===== config.mk =====
export PLATFORM = sky130hd
export DESIGN_NAME = uart_tx_mmio
export DESIGN_NICKNAME = d
export VERILOG_FILES = /design/src/rtl/uart_tx_pkg.sv /design/src/rtl/sync_fifo.sv /design/src/rtl/uart_tx_mmio.sv
export SDC_FILE = /design/constraint.sdc
export NUM_CORES = 1
export LEC_CHECK = 0
export BUFFER_PORTS_ARGS = -buffer_cell sky130_fd_sc_hd__buf_4
export CAP_MARGIN = 10
export CORE_UTILIZATION = 55
export CTS_BUF_LIST = sky130_fd_sc_hd__clkbuf_4 sky130_fd_sc_hd__clkbuf_8
export CTS_CLUSTER_DIAMETER = 120
export CTS_CLUSTER_SIZE = 10
export DETAILED_ROUTE_END_ITERATION = 8
export PLACE_DENSITY_LB_ADDON = 0.1
export SKIP_CTS_REPAIR_TIMING = 1
export SYNTH_ARGS = -nofsm -noshare
export SYNTH_HDL_FRONTEND = slang
export SYNTH_SLANG_ARGS = --single-unit

===== constraint.sdc =====
create_clock -name clk -period 3.1 [get_ports clk]
set_clock_uncertainty 0.15 [all_clocks]
set_input_delay 0.155 -clock clk [delete_from_list [all_inputs] [get_ports clk]]
set_output_delay 0.155 -clock clk [all_outputs]
set_load 0.1 [all_outputs]

===== src/rtl/uart_tx_pkg.sv =====
`default_nettype none
// ============================================================================
//  Module   : uart_tx_pkg
//  Purpose  : Shared encodings for the memory-mapped UART transmitter:
//             FSM state codes, register offsets and STATUS bit positions.
//  Revision : 1.0  initial release
// ============================================================================
package uart_tx_pkg;

    // Serializer states
    localparam logic [1:0] STATE_IDLE  = 2'd0;
    localparam logic [1:0] STATE_START = 2'd1;
    localparam logic [1:0] STATE_DATA  = 2'd2;
    localparam logic [1:0] STATE_STOP  = 2'd3;

    // Register byte offsets from BASE_ADDR
    localparam logic [31:0] TXDATA_OFS = 32'd0;
    localparam logic [31:0] STATUS_OFS = 32'd4;

    // STATUS register bit positions
    localparam int STATUS_BUSY_BIT = 0;
    localparam int STATUS_FULL_BIT = 1;
    localparam int STATUS_OVF_BIT  = 2;

endpackage : uart_tx_pkg
`default_nettype wire


===== src/rtl/sync_fifo.sv =====
`default_nettype none
// ============================================================================
//  Module   : sync_fifo
//  Purpose  : Single-clock FIFO with occupancy count. A push while full is
//             accepted only when a pop happens on the same edge; a pop while
//             empty is ignored. Head data is presented combinationally.
//  Revision : 1.0  initial release
// ============================================================================
module sync_fifo #(
    parameter int WIDTH = 8,
    parameter int DEPTH = 8
) (
    input  logic                     clk,
    input  logic                     rst,
    input  logic                     i_push,
    input  logic                     i_pop,
    input  logic [WIDTH-1:0]         i_data,
    output logic [WIDTH-1:0]         o_data,
    output logic                     o_full,
    output logic                     o_empty,
    output logic [$clog2(DEPTH):0]   o_count
);

    localparam int AW = $clog2(DEPTH);
    localparam logic [AW:0] c_FULL_CNT = DEPTH[AW:0];

    logic [WIDTH-1:0] r_mem [DEPTH];
    logic [AW-1:0]    r_wr_ptr;
    logic [AW-1:0]    r_rd_ptr;
    logic [AW:0]      r_count;
    logic             w_do_push;
    logic             w_do_pop;

    assign o_full    = (r_count == c_FULL_CNT);
    assign o_empty   = (r_count == '0);
    assign o_count   = r_count;
    assign o_data    = r_mem[r_rd_ptr];
    assign w_do_pop  = i_pop & ~o_empty;
    assign w_do_push = i_push & (~o_full | w_do_pop);

    // Storage array: no reset needed, contents are qualified by the count
    always_ff @(posedge clk) begin
        if (w_do_push) begin
            r_mem[r_wr_ptr] <= i_data;
        end
    end

    // Pointers and occupancy; power-of-two depth lets pointers wrap naturally
    always_ff @(posedge clk or posedge rst) begin
        if (rst) begin
            r_wr_ptr <= '0;
            r_rd_ptr <= '0;
            r_count  <= '0;
        end else begin
            if (w_do_push) begin
                r_wr_ptr <= r_wr_ptr + AW'(1);
            end
            if (w_do_pop) begin
                r_rd_ptr <= r_rd_ptr + AW'(1);
            end
            case ({w_do_push, w_do_pop})
                2'b10:   r_count <= r_count + (AW+1)'(1);
                2'b01:   r_count <= r_count - (AW+1)'(1);
                default: r_count <= r_count;
            endcase
        end
    end

endmodule : sync_fifo
`default_nettype wire


===== src/rtl/uart_tx_mmio.sv =====
`default_nettype none
// ============================================================================
//  Module   : uart_tx_mmio
//  Purpose  : Memory-mapped 8N1 UART transmitter on the core data bus.
//             Stores to TXDATA queue bytes; loads from STATUS return
//             {overflow, full, busy}. Serial output is registered.
//  Revision : 1.0  initial release
// ============================================================================
module uart_tx_mmio
    import uart_tx_pkg::*;
#(
    parameter logic [31:0] BASE_ADDR    = 32'h1001_0000,
    parameter int          CLKS_PER_BIT = 434,
    parameter int          FIFO_DEPTH   = 8
) (
    input  logic        clk,
    input  logic        reset,
    input  logic        Mem_Write_i,
    input  logic        Mem_Read_i,
    input  logic [31:0] Address_i,
    input  logic [31:0] Write_Data_i,
    output logic [31:0] Read_Data_o,
    output logic        Sel_o,
    output logic        Tx_o,
    output logic        Busy_o
);

    localparam int               c_BAUD_W   = $clog2(CLKS_PER_BIT);
    localparam logic [c_BAUD_W-1:0] c_BAUD_MAX = c_BAUD_W'(CLKS_PER_BIT - 1);
    localparam logic [31:0]      c_TX_ADDR  = BASE_ADDR + TXDATA_OFS;
    localparam logic [31:0]      c_ST_ADDR  = BASE_ADDR + STATUS_OFS;

    // Address decode and bus strobes
    logic w_hit_tx;
    logic w_hit_st;
    logic w_push_req;
    logic w_ovf_clear;

    // FIFO interface
    logic [7:0]                    w_fifo_data;
    logic                          w_fifo_full;
    logic                          w_fifo_empty;
    logic [$clog2(FIFO_DEPTH):0]   w_fifo_count;
    logic                          w_pop;

    // Serializer state
    logic [1:0]          r_state;
    logic [1:0]          w_state_next;
    logic [c_BAUD_W-1:0] r_baud;
    logic [c_BAUD_W-1:0] w_baud_next;
    logic [2:0]          r_bit;
    logic [2:0]          w_bit_next;
    logic [7:0]          r_shift;
    logic [7:0]          w_shift_next;
    logic                r_tx;
    logic                w_tx_next;
    logic                w_baud_done;
    logic                r_ovf;
    logic                w_busy;
    logic [31:0]         w_rdata;
    logic                w_unused_bits;

    assign w_hit_tx    = (Address_i[31:2] == c_TX_ADDR[31:2]);
    assign w_hit_st    = (Address_i[31:2] == c_ST_ADDR[31:2]);
    assign w_push_req  = Mem_Write_i & w_hit_tx;
    assign w_ovf_clear = Mem_Write_i & w_hit_st & Write_Data_i[STATUS_OVF_BIT];
    assign w_baud_done = (r_baud == c_BAUD_MAX);
    assign w_busy      = ~w_fifo_empty | (r_state != STATE_IDLE);

    // Byte-lane bits, address LSBs and the FIFO count are not needed here
    assign w_unused_bits = ^{Address_i[1:0], Write_Data_i[31:8], w_fifo_count};

    sync_fifo #(
        .WIDTH (8),
        .DEPTH (FIFO_DEPTH)
    ) u_fifo (
        .clk     (clk),
        .rst     (reset),
        .i_push  (w_push_req),
        .i_pop   (w_pop),
        .i_data  (Write_Data_i[7:0]),
        .o_data  (w_fifo_data),
        .o_full  (w_fifo_full),
        .o_empty (w_fifo_empty),
        .o_count (w_fifo_count)
    );

    // Sticky overflow: set by a dropped push, cleared by a STATUS write with bit 2
    always_ff @(posedge clk or posedge reset) begin
        if (reset) begin
            r_ovf <= 1'b0;
        end else if (w_push_req & w_fifo_full & ~w_pop) begin
            r_ovf <= 1'b1;
        end else if (w_ovf_clear) begin
            r_ovf <= 1'b0;
        end
    end

    // Serializer register bank, including the glitch-free line driver
    always_ff @(posedge clk or posedge reset) begin
        if (reset) begin
            r_state <= STATE_IDLE;
            r_baud  <= '0;
            r_bit   <= '0;
            r_shift <= '0;
            r_tx    <= 1'b1;
        end else begin
            r_state <= w_state_next;
            r_baud  <= w_baud_next;
            r_bit   <= w_bit_next;
            r_shift <= w_shift_next;
            r_tx    <= w_tx_next;
        end
    end

    // Next-state logic: each state holds for CLKS_PER_BIT baud ticks
    always_comb begin
        w_state_next = r_state;
        w_baud_next  = r_baud;
        w_bit_next   = r_bit;
        w_shift_next = r_shift;
        w_pop        = 1'b0;
        w_tx_next    = 1'b1;
        case (r_state)
            STATE_IDLE: begin
                if (!w_fifo_empty) begin
                    w_pop        = 1'b1;
                    w_shift_next = w_fifo_data;
                    w_baud_next  = '0;
                    w_state_next = STATE_START;
                end
            end
            STATE_START: begin
                w_tx_next = 1'b0;
                if (w_baud_done) begin
                    w_baud_next  = '0;
                    w_bit_next   = '0;
                    w_state_next = STATE_DATA;
                end else begin
                    w_baud_next = r_baud + c_BAUD_W'(1);
                end
            end
            STATE_DATA: begin
                w_tx_next = r_shift[0];
                if (w_baud_done) begin
                    w_baud_next  = '0;
                    w_shift_next = {1'b0, r_shift[7:1]};
                    if (r_bit == 3'd7) begin
                        w_state_next = STATE_STOP;
                    end else begin
                        w_bit_next = r_bit + 3'd1;
                    end
                end else begin
                    w_baud_next = r_baud + c_BAUD_W'(1);
                end
            end
            STATE_STOP: begin
                if (w_baud_done) begin
                    w_baud_next  = '0;
                    w_state_next = STATE_IDLE;
                end else begin
                    w_baud_next = r_baud + c_BAUD_W'(1);
                end
            end
            default: begin
                w_state_next = STATE_IDLE;
                w_baud_next  = '0;
            end
        endcase
    end

    // STATUS read path; TXDATA and unmapped addresses read as zero
    always_comb begin
        w_rdata = '0;
        if (w_hit_st & Mem_Read_i) begin
            w_rdata[STATUS_BUSY_BIT] = w_busy;
            w_rdata[STATUS_FULL_BIT] = w_fifo_full;
            w_rdata[STATUS_OVF_BIT]  = r_ovf;
        end
    end

    assign Read_Data_o = w_rdata;
    assign Sel_o       = w_hit_tx | w_hit_st;
    assign Tx_o        = r_tx;
    assign Busy_o      = w_busy;

endmodule : uart_tx_mmio
`default_nettype wire


---- Word-level counts from Yosys, hierarchy flattened ----
Memories as Yosys holds them, arrays and structs flattened.
Index checks and enable logic that the tools add are counted.
storage, ports and cells
  register bits after elaboration ......... 34
  memory bits (writable) .................. 64
  memories ................................ 1
cells by class
  add/subtract/negate cells ............... 6
  equality and inequality tests ........... 16
  multiplexer cells ....................... 25
  bitwise gates (word level) .............. 14
  reduce and logical (&&, ||, !) cells .... 11
memory list
  name          depth  bits a word  rd ports  clocked after Yosys merged registers in  wr ports  RTL line         source
  u_fifo.r_mem  8      8            1         0                                        1         sync_fifo.sv:27  logic [WIDTH-1:0] r_mem [DEPTH];
operators by type and width
  operator                                                            count
  30-bit by 27-bit == test with 1-bit output (second input constant)  2
  9-bit two-way mux                                                   2
  9-bit one-hot mux with 2 select lines                               1
  8-bit two-way mux                                                   2
  8-bit one-hot mux with 2 select lines                               1
  3-bit two-way mux                                                   4
  2-bit != test (second input constant)                               6
  2-bit two-way mux                                                   5
  2-bit nonzero test                                                  5
  3-bit by 1-bit adder with 3-bit output (second input constant)      3
  9-bit by 1-bit adder with 9-bit output (second input constant)      1
  9-bit == test (second input constant)                               1
  1-bit AND                                                           8
  2-bit one-hot mux with 4 select lines                               1
  4-bit one-hot mux with 2 select lines                               1
  2-bit == test (second input constant)                               3
  1-bit two-way mux                                                   6
  3-bit one-hot mux with 2 select lines                               1
  5-bit AND reduction                                                 1
  4-bit by 1-bit adder with 4-bit output (second input constant)      1
  2-bit by 1-bit == test with 1-bit output (second input constant)    2
  4-bit == test (second input constant)                               1
  4-bit logical NOT                                                   1
  4-bit AND reduction                                                 1
  other kinds (8)                                                     12

---- Longest topological paths before layout ----
Gate-level depths: netlist of run 1.
  word-level depth ........................ 8
  gate-level depth with buffers ........... 13
  gate-level depth less buffers ........... 12

---- Modules after synthesis ----
From an unflattened synthesis of run 1, not the netlist that was laid out.
unflattened totals
  cells, all modules ...................... 342
  area, all modules ....................... 4,917.2 um^2
by module, submodules not included
  module        instances  cells each  area each (um^2)  sequential area each (um^2)
  sync_fifo     1          165         3,158.0           2,172.1
  uart_tx_mmio  1          177         1,759.2           601.8

---- Worst setup path after synthesis of run 1 ----
No wires, ideal clock.
  path type ............................... register to output
  start point ............................. register r_state[0]
  end point ............................... output port Read_Data_o[0]
  arrival time ............................ 4.108 ns
  required time ........................... 2.795 ns
  setup slack ............................. -1.313 ns
  stages on the path, launching flop included .. 7
  cell sequence ........................... dfrtp_1 -> inv_1 -> ha_1 -> and2_1 -> buf_6 -> buf_2 -> nor4_1
on the way
  longest elaborated chain between the ends .. 3
RTL lines
  element                 RTL line             source
  start, declared         uart_tx_mmio.sv:47   logic [1:0] r_state;
  start signal, assigned  uart_tx_mmio.sv:108  r_state <= w_state_next;
  2-bit nonzero test      uart_tx_mmio.sv:68   assign w_busy = ~w_fifo_empty | (r_state != STATE_IDLE);
  1-bit bitwise OR        uart_tx_mmio.sv:68
  3-bit two-way mux       uart_tx_mmio.sv:175  if (w_hit_st & Mem_Read_i) begin
  end, declared           uart_tx_mmio.sv:22   output logic [31:0] Read_Data_o,
No other way between the ends.

---- Worst setup path in the final report of run 1 ----
  start point ............................. register u_fifo.r_count[0] (netlist: u_fifo.o_count[0])
  end point ............................... register u_fifo.r_count[2] (netlist: u_fifo.o_count[2])
on the way
  longest elaborated chain between the ends .. 8
  elaborated cells between the ends (all ways) .. 15
  classes of those cells .................. add/sub: 2; eq/ne: 3; mux: 3; bitwise: 5; reduce/logical: 2
RTL lines
  element                                                                             RTL line             source
  start, declared                                                                     sync_fifo.sv:30      logic [AW:0] r_count;
  start signal, assigned                                                              sync_fifo.sv:62      2'b10: r_count <= r_count + (AW+1)'(1);
  start signal, assigned                                                              sync_fifo.sv:63      2'b01: r_count <= r_count - (AW+1)'(1);
  start signal, assigned                                                              sync_fifo.sv:64      default: r_count <= r_count;
  4-bit logical NOT                                                                   sync_fifo.sv:35      assign o_empty = (r_count == '0);
  1-bit two-way mux                                                                   uart_tx_mmio.sv:126  if (!w_fifo_empty) begin
  1-bit two-way mux                                                                   uart_tx_mmio.sv:124  case (r_state)
  1-bit AND                                                                           sync_fifo.sv:38      assign w_do_pop = i_pop & ~o_empty;
  1-bit bitwise OR                                                                    sync_fifo.sv:39      assign w_do_push = i_push & (~o_full | w_do_pop);
  1-bit AND                                                                           sync_fifo.sv:39
  2-bit by 1-bit == test with 1-bit output / 2-bit == test (equally long branches)    sync_fifo.sv:61      case ({w_do_push, w_do_pop})
  4-bit one-hot mux with 2 select lines / 2-bit nonzero test (equally long branches)  --
Several ways; a longest one is shown, not always the timed one.
A chain may end at the register's enable or synchronous reset.

==> qor.yml, run 1 <==
run_status: "complete, but fails checks"
violations_in_the_final_reports: "negative hold slack"
worst_r2r_endpoint: "u_fifo.o_count[2]"
synth-main-ff-cell: "edfxtp_1"
maxCapViolCount: 0
yosysSeqAreaShare: 0.576
first_pass_grt_wire_length_mm: 13.2
place_congestion: 0.800
timing_worst_slew_pin_value_ns: 1.03
crit_slowest_cell: "or4b_4"
post_synth_main_area_contributors: "edfxtp_1 40%, dfrtp_1 17%, mux4_1 6.5%"
ys_types: 59
dp_hpwl_mm: 5.80
power.density_mw_per_mm2: 466
routed_wirelength_mm: 8.46
syn_inst: 330
drt_first_pass_iters: 6
nets: 477
cts-buffers-inserted: 9
number_of_warnings_issued_by_yosys: 0
yosys_register_bits: 98
residual_drc_count: 0
worst_setup_path_start_kind: "flip-flop"
cts_root_buf: "clkbuf_8"
period_share: 0.866
slew_viol_final: 0
drt_first_iter_violations: 127
worstPathCellList: "or4b_4 -> o21ai_2 -> nor3_2 -> inv_1 -> ha_1 -> xor2_1 -> ha_1 -> a21oi_1 -> xor2_1 -> nor2_1 -> xor2_1"
die_extent_in_x_um: 95.6
wl_per_cell_um: 16.7
cts.reportedPaths.clkPinSlew_ns: 0.11
finalHoldViolations: 1
holdCritStartpoint: "Mem_Write_i"
hold_path_class: "in2reg"
whs_ns: -0.00194
fmaxAchievable_mhz: 372
critical_path_buf_inv_count: 1
leakage_nw: 2.23
final_setup_slack_of_the_worst_path_ns: 0.415
via_count_of_the_first_global_routing_pass: 2665
layout-drive-gt1-share: 0.248
fin_util: 0.658
layout-area-overhead-vs-synth_pct: 13.9
worst-r2r-cell-count: 11
rr_startpoint: "u_fifo.o_count[0]"
std_cell_rows: 33
finish.instance_area_mm2: 0.00549
placedCellCount: 479
cts.sinks: 98
track_usage: 0.199
start_util: 0.578
setup_viol: 0
worstPathRequired_ns: 3.21
cts-root-to-sink-buffers: 2
layout_min_cycle_time_ns: 2.68
worstHoldEndpoint: "r_ovf"
rsz0062_at_grt: "false"
antenna_violating_nets_post_route: 0
post-layout-total-power_mw: 2.56
critical_path.endpoint_type: "flip-flop"
yosysTopAreaCell: "edfxtp_1"
insertedDiodeCount: 0
arrival_ns: 2.80
syn_area_mm2: 0.00482
timing_worst_setup_path_type: "reg2reg"
whs_path_depth: 4
post_layout_nonfiller_instances: 505
delay_heaviest_family_cp: "simple AND/OR/NAND/NOR gates"
grt_max_degree: 28
place_worst_setup_slack_ns: 0.408
cell_with_the_most_instances_on_the_worst_path: "xor2_1"
via_per_inst: 5.62
floorplan.die.height_um: 95.6
h-tree-depth: 3
clock_tree_from_tritoncts: "built"
synth-async-reset-ratio: 0.347
dieArea_mm2: 0.00914
via_count: 2839
slew-limit-headroom: 0.311
ir_worst_vdd_mv: 0.322
synth_top_cell_area_share: 0.399
timing.setup.tns_ns: 0
grt_antenna_before_repair: 0
reg2reg_setup_slack_ns: 0.42
postSynthAreaPerCell_um2: 14.6
design.core.area_mm2: 0.00834
synth_edf_count: 64
port-buffer-count: 47
worst_skew_pair.late_latency_ns: 0.37
grt_total_ovfl: 0
dpl-instance-area_mm2: 0.00518
max_stage_delay_ns: 0.60
worst-path-max-fanout: 6
fillers: 624
boundaryPins: 103
synth_stat cells, types with 3 or more instances:
cell / number
a21oi_1: 7
and3_1: 4
and4b_1: 4
buf_2: 5
buf_4: 29
buf_6: 3
dfrtp_1: 33
edfxtp_1: 64
ha_1: 14
inv_1: 8
mux2_2: 11
mux2i_1: 11
mux4_1: 12
mux4_2: 4
nand2_1: 9
nand4_1: 3
nor2_1: 8
nor2b_1: 5
nor4_1: 7
nor4b_1: 3
o21ai_0: 20
o21ai_1: 7
o2bb2ai_1: 6
xnor2_1: 3
xor2_1: 7
worst register-to-register path, cell delays in order (launching register included):
cell,delay (ns)
dfrtp_1,0.48
or4b_4,0.60
o21ai_2,0.16
nor3_2,0.06
inv_1,0.07
ha_1,0.25
xor2_1,0.10
ha_1,0.18
a21oi_1,0.15
xor2_1,0.17
nor2_1,0.07
xor2_1,0.14
per-layer routing:
layer	global-route usage	wire length, µm
met2	0.317	4080
met3	0.0407	326
met1	0.271	3910
met4	0.0771	133
met5	0	0
cell type report:
type	count	area, µm²	area share
Tap cell	105	131	0.0240
Multi-Input combinational cell	211	1820	0.332
Clock inverter	7	76.3	0.0139
Inverter	9	36.3	0.00661
Clock buffer	9	124	0.0226
Timing Repair Buffer	66	520	0.0949
Sequential cell	98	2770	0.506
kinds of logic (layout without fill, tap and decap cells):
kind of cell             Yosys count  count (layout)  synth area share
AND/OR/NAND/NOR                   67              67            0.0956
buffers and inverters             49              91            0.0706
adder cells (fa/ha/maj)           14              14            0.0364
other                              1              29          0.000778
flip-flops                        98              98             0.576
XOR/XNOR                          10              10            0.0182
AO/OA/AOI/OAI                     52              52            0.0675
multiplexers                      39              39             0.135
power by group:
part           leakage [nW]  switching (mW)  internal [mW]
clock                 0.103           0.507          0.321
sequential             1.05          0.0205           1.43
combinational          1.08           0.209         0.0664
placed cells by master (no fill, tap or decap), types with 4 or more instances in the layout:
master and n:
mux2_2 11, inv_1 8, nand2_1 9, mux4_2 4
and3_1 4, nor2_1 7, buf_4 56, edfxtp_1 64
dfrtp_1 33, mux2i_1 11, mux4_1 12, nor2b_1 5
and4b_1 4, dlygate4sd3_1 10, o21ai_1 7, clkbuf_8 9
nor4_1 5, o2bb2ai_1 6, a21oi_1 7, o21ai_0 20
conb_1 29, ha_1 14, xor2_1 7
sequential cells by signal (all words and copies together) (netlist names):
register	count
Tx_o	1
r_baud	9
r_bit	3
r_ovf	1
r_shift	8
r_state	2
u_fifo.o_count	4
u_fifo.r_mem	64
u_fifo.r_rd_ptr	3
u_fifo.r_wr_ptr	3
worst max path at each step:
stage | start | to | slack, ns | depth (start not counted)
after detailed placement | u_fifo.o_count[0] | u_fifo.o_count[2] | 0.41 | 11
final | u_fifo.o_count[0] | u_fifo.o_count[2] | 0.42 | 11
after floorplan | r_state[0] | Read_Data_o[0] | -0.12 | 6
after CTS | u_fifo.o_count[0] | u_fifo.o_count[2] | 0.40 | 11
after global routing | u_fifo.o_count[1] | u_fifo.o_count[2] | 0.27 | 11
after global placement | u_fifo.o_count[0] | u_fifo.o_count[2] | 0.48 | 11
(Power assumes the default switching activity.)
==> run 2, diff against run 1 <==
Settings changed: BUFFER_PORTS_ARGS -buffer_cell sky130_fd_sc_hd__buf_4 to default, DONT_BUFFER_PORTS from default to 1.
==> qor.yml, run 2 (same netlist as run 1, synthesis figures left out) <==
grt_max_degree: 26
worst_setup_path_start_kind: "flip-flop"
std_cell_rows: 33
critical_path.endpoint_type: "flip-flop"
slew-limit-headroom: 0.548
run_status: "finished, final reports clean"
leakage_nw: 2.06
worst_skew_pair.late_latency_ns: 0.37
max_flop_register: "u_fifo.r_mem"
finish.instance_area_mm2: 0.00520
drt_first_iter_violations: 91
timing_worst_slew_pin_value_ns: 0.679
placedCellCount: 436
final_setup_slack_of_the_worst_path_ns: 0.419
whs_path_depth: 4
boundaryPins: 103
start_util: 0.578
cts-buffers-inserted: 9
pwr-share-clk: 0.329
timing.setup.tns_ns: 0
floorplan.die.height_um: 95.6
via_per_inst: 5.79
place_worst_setup_slack_ns: 0.443
layout_min_cycle_time_ns: 2.68
via_count: 2680
worst-path-max-fanout: 8
cts.sinks: 98
fmaxAchievable_mhz: 373
place_congestion: 0.747
cts.reportedPaths.clkPinSlew_ns: 0.10
dieArea_mm2: 0.00914
post_layout_nonfiller_instances: 463
h-tree-depth: 3
via_count_of_the_first_global_routing_pass: 2523
arrival_ns: 2.79
finalHoldViolations: 0
delay_heaviest_family_cp: "simple AND/OR/NAND/NOR gates"
dp_hpwl_mm: 5.49
total_switching_power_uw: 723
hold_path_class: "in2reg"
drt_first_pass_iters: 4
switching_power_share_of_the_total: 0.288
grt_antenna_before_repair: 0
nets: 435
worst-r2r-cell-count: 11
grt_total_ovfl: 0
critical_path_buf_inv_count: 1
max_stage_delay_ns: 0.60
worstPathCellList: "or4b_4 -> o21ai_2 -> nor3_2 -> inv_1 -> ha_1 -> xor2_1 -> ha_1 -> a21oi_1 -> xor2_1 -> nor2_1 -> xor2_1"
mostFrequentLayoutCells: "64 x edfxtp_1, 33 x dfrtp_1, 29 x conb_1"
die_extent_in_x_um: 95.6
wl_per_cell_um: 17.5
power.density_mw_per_mm2: 483
insertedDiodeCount: 0
fin_util: 0.624
cell_with_the_most_instances_on_the_worst_path: "xor2_1"
cts_root_buf: "clkbuf_8"
ir_worst_vdd_mv: 0.312
number_of_flip_flops_in_the_largest_register: 64
timing_worst_setup_path_type: "reg2reg"
routed_wirelength_mm: 8.09
p_int_mw: 1.79
worstPathRequired_ns: 3.21
cts-root-to-sink-buffers: 2
slew_viol_final: 0
setup_viol: 0
layout-area-overhead-vs-synth_pct: 8.05
rsz0062_at_grt: "false"
antenna_violating_nets_post_route: 0
period_share: 0.865
crit_slowest_cell: "or4b_4"
residual_drc_count: 0
cp.depth: 11
clock_tree_from_tritoncts: "built"
layout.cells.most_common: "edfxtp_1"
p_seq_frac: 0.578
layout-drive-gt1-share: 0.156
reg2reg_setup_slack_ns: 0.42
first_pass_grt_wire_length_mm: 12.8
combPwrFrac: 0.093
dpl-instance-area_mm2: 0.00489
port-buffer-count: 0
track_usage: 0.197
design.core.area_mm2: 0.00834
maxCapViolCount: 0
largestRegisters: "u_fifo.r_mem x64, r_baud x9, r_shift x8"
==> run 2: cell types whose count changed in the layout (fill, tap and decap cells not counted), sizes merged <==
cell         change
dlygate4sd3      +1
buf             -43
==> run 2: metrics by stage <==
stage | power (mW) | hold slack, ns
global route | 2.61 | 0.0452
CTS | 2.52 | -0.514
detailed placement | 1.70 | -0.0963
global placement | 1.69 | -0.0955
finish | 2.51 | 0.0286
floorplan | 1.70 | 0.0900
==> run 2: power groups by stage <==
stage	clock network, mW	logic [mW]	registers [mW]
2_1_floorplan	0	0.231	1.47
3_3_place_gp	0	0.212	1.48
3_5_place_dp	0	0.216	1.48
4_1_cts	0.848	0.215	1.45
5_1_grt	0.897	0.252	1.46
6_report	0.827	0.233	1.45
==> run 2: final timing paths <==
| check | start | end |
|---|---|---|
| max in group asynchronous | reset | Tx_o |
| min | Mem_Write_i | u_fifo.r_wr_ptr[2] |
| min reg2reg | r_shift[6] | r_shift[6] |
| max | u_fifo.o_count[1] | u_fifo.o_count[2] |
| max reg2reg | u_fifo.o_count[1] | u_fifo.o_count[2] |
| min in group asynchronous | reset | u_fifo.o_count[2] |
==> run 2: area by class of cell <==
cell class	instances	area (µm²)
Clock inverter	7	78.8
Clock buffer	9	124
Multi-Input combinational cell	211	1840
Fill cell	623	3140
Timing Repair Buffer	24	220
Sequential cell	98	2770
Inverter	9	36.3
Tap cell	105	131
==> run 2: routing by layer <==
layer,global-route usage,vias to the layer above,wire length (µm)
met5,0,-,0
met2,0.318,85,3960
met1,0.257,1316,3670
met4,0.0709,0,141
met3,0.0542,11,318
li1,-,1268,-
==> run 2: worst min-delay path, cell delays in order <==
cell     delay (ns)
nor2b_1        0.12
o21ai_2        0.07
nor4_1         0.06
xor2_1         0.11
==> run 3, diff against run 2 <==
Settings changed: CTS_CLUSTER_DIAMETER 120 to default, SETUP_SLACK_MARGIN from default to 0.5.
==> qor.yml, run 3 (same netlist as run 1, synthesis figures left out) <==
run_status: "finished, final reports clean"
via_count: 2733
drt_first_iter_violations: 119
layout-area-overhead-vs-synth_pct: 9.32
die_extent_in_x_um: 95.6
worst-path-max-fanout: 6
cts-buffers-inserted: 9
rsz0062_at_grt: "true"
timing_worst_slew_pin_value_ns: 0.707
layout.cells.most_common: "edfxtp_1"
antenna_violating_nets_post_route: 0
cts.reportedPaths.clkPinSlew_ns: 0.10
dp_hpwl_mm: 5.36
slew_viol_final: 0
h-tree-depth: 3
layout_min_cycle_time_ns: 2.52
slew-limit-headroom: 0.528
dpl-instance-area_mm2: 0.00489
worst_skew_pair.late_latency_ns: 0.37
port-buffer-count: 0
hold_path_class: "in2reg"
floorplan.die.height_um: 95.6
leakage_nw: 2.07
clock_tree_from_tritoncts: "built"
placedCellCount: 435
cts-root-to-sink-buffers: 2
timing_worst_setup_path_type: "reg2reg"
grt_max_degree: 35
ir_worst_vdd_mv: 0.295
setup_viol: 0
post_layout_nonfiller_instances: 466
grt_antenna_before_repair: 0
largestRegisters: "u_fifo.r_mem x64, r_baud x9, r_shift x8"
place_worst_setup_slack_ns: 0.543
wl_per_cell_um: 17.7
number_of_flip_flops_in_the_largest_register: 64
final_setup_slack_of_the_worst_path_ns: 0.583
mostFrequentLayoutCells: "64 x edfxtp_1, 30 x dfrtp_1, 29 x conb_1"
place_congestion: 0.740
cts.sinks: 98
post-layout-total-power_mw: 2.51
boundaryPins: 103
insertedDiodeCount: 0
worst_setup_path_start_kind: "flip-flop"
design.core.area_mm2: 0.00834
timing.setup.tns_ns: 0
cts_root_buf: "clkbuf_8"
arrival_ns: 2.65
finish.instance_area_mm2: 0.00527
routed_wirelength_mm: 8.26
via_count_of_the_first_global_routing_pass: 2581
first_pass_grt_wire_length_mm: 13.0
power.density_mw_per_mm2: 477
residual_drc_count: 0
start_util: 0.578
period_share: 0.812
dieArea_mm2: 0.00914
critical_path.endpoint_type: "flip-flop"
fin_util: 0.631
maxCapViolCount: 0
std_cell_rows: 33
worstPathRequired_ns: 3.24
fmaxAchievable_mhz: 397
finalHoldViolations: 0
grt_total_ovfl: 0
via_per_inst: 5.86
whs_ns: 0.0527
layout-drive-gt1-share: 0.194
nets: 438
track_usage: 0.195
max_flop_register: "u_fifo.r_mem"
fillers: 634
drt_first_pass_iters: 4
## run 3: final cells by class
type	instances	area, µm²	share of cell area
clock buffers	9	124	0.0235
clock inverters	7	78.8	0.0150
multi-input cells	211	1880	0.358
well taps	105	131	0.0249
repair buffers	27	234	0.0444
inverters	9	36.3	0.00689
flip-flops and latches	98	2780	0.527
## run 3: where the power goes
| group | leakage, nW | switching, mW | internal, mW | total, mW |
|---|---|---|---|---|
| combinational | 0.925 | 0.199 | 0.0346 | 0.234 |
| clock | 0.102 | 0.503 | 0.321 | 0.825 |
| sequential | 1.04 | 0.0193 | 1.43 | 1.45 |
| total | 2.07 | 0.722 | 1.79 | 2.51 |
## run 3: worst paths after layout
kind                              startpoint                  to  slack, ns  cells past startpoint
setup reg to reg           u_fifo.o_count[1]   u_fifo.o_count[2]       0.58                     11
hold reg to reg                   r_shift[0]                Tx_o       0.36                      2
max in group asynchronous              reset                Tx_o       2.28                      3
setup / recovery           u_fifo.o_count[1]   u_fifo.o_count[2]       0.58                     11
min in group asynchronous              reset           r_baud[5]       0.18                      3
hold / removal                   Mem_Write_i  u_fifo.r_wr_ptr[2]       0.05                      4
## run 3: layer usage
layer	global-route usage	up-vias	routed length (µm)	share of wire
met4	0.0522	0	67	0.0081
li1	-	1276	-	-
met3	0.0558	7	340	0.041
met2	0.318	85	4050	0.49
met1	0.258	1365	3800	0.46
met5	0	-	0	0
## run 3: critical path, cell delays in order (launching register included)
cell	delay, ns
dfrtp_2	0.46
or4b_4	0.60
o21ai_4	0.19
nor3_2	0.06
inv_2	0.07
ha_4	0.16
xor2_2	0.14
ha_2	0.18
a21oi_2	0.03
xor2_1	0.13
nor2_1	0.12
xor2_1	0.15
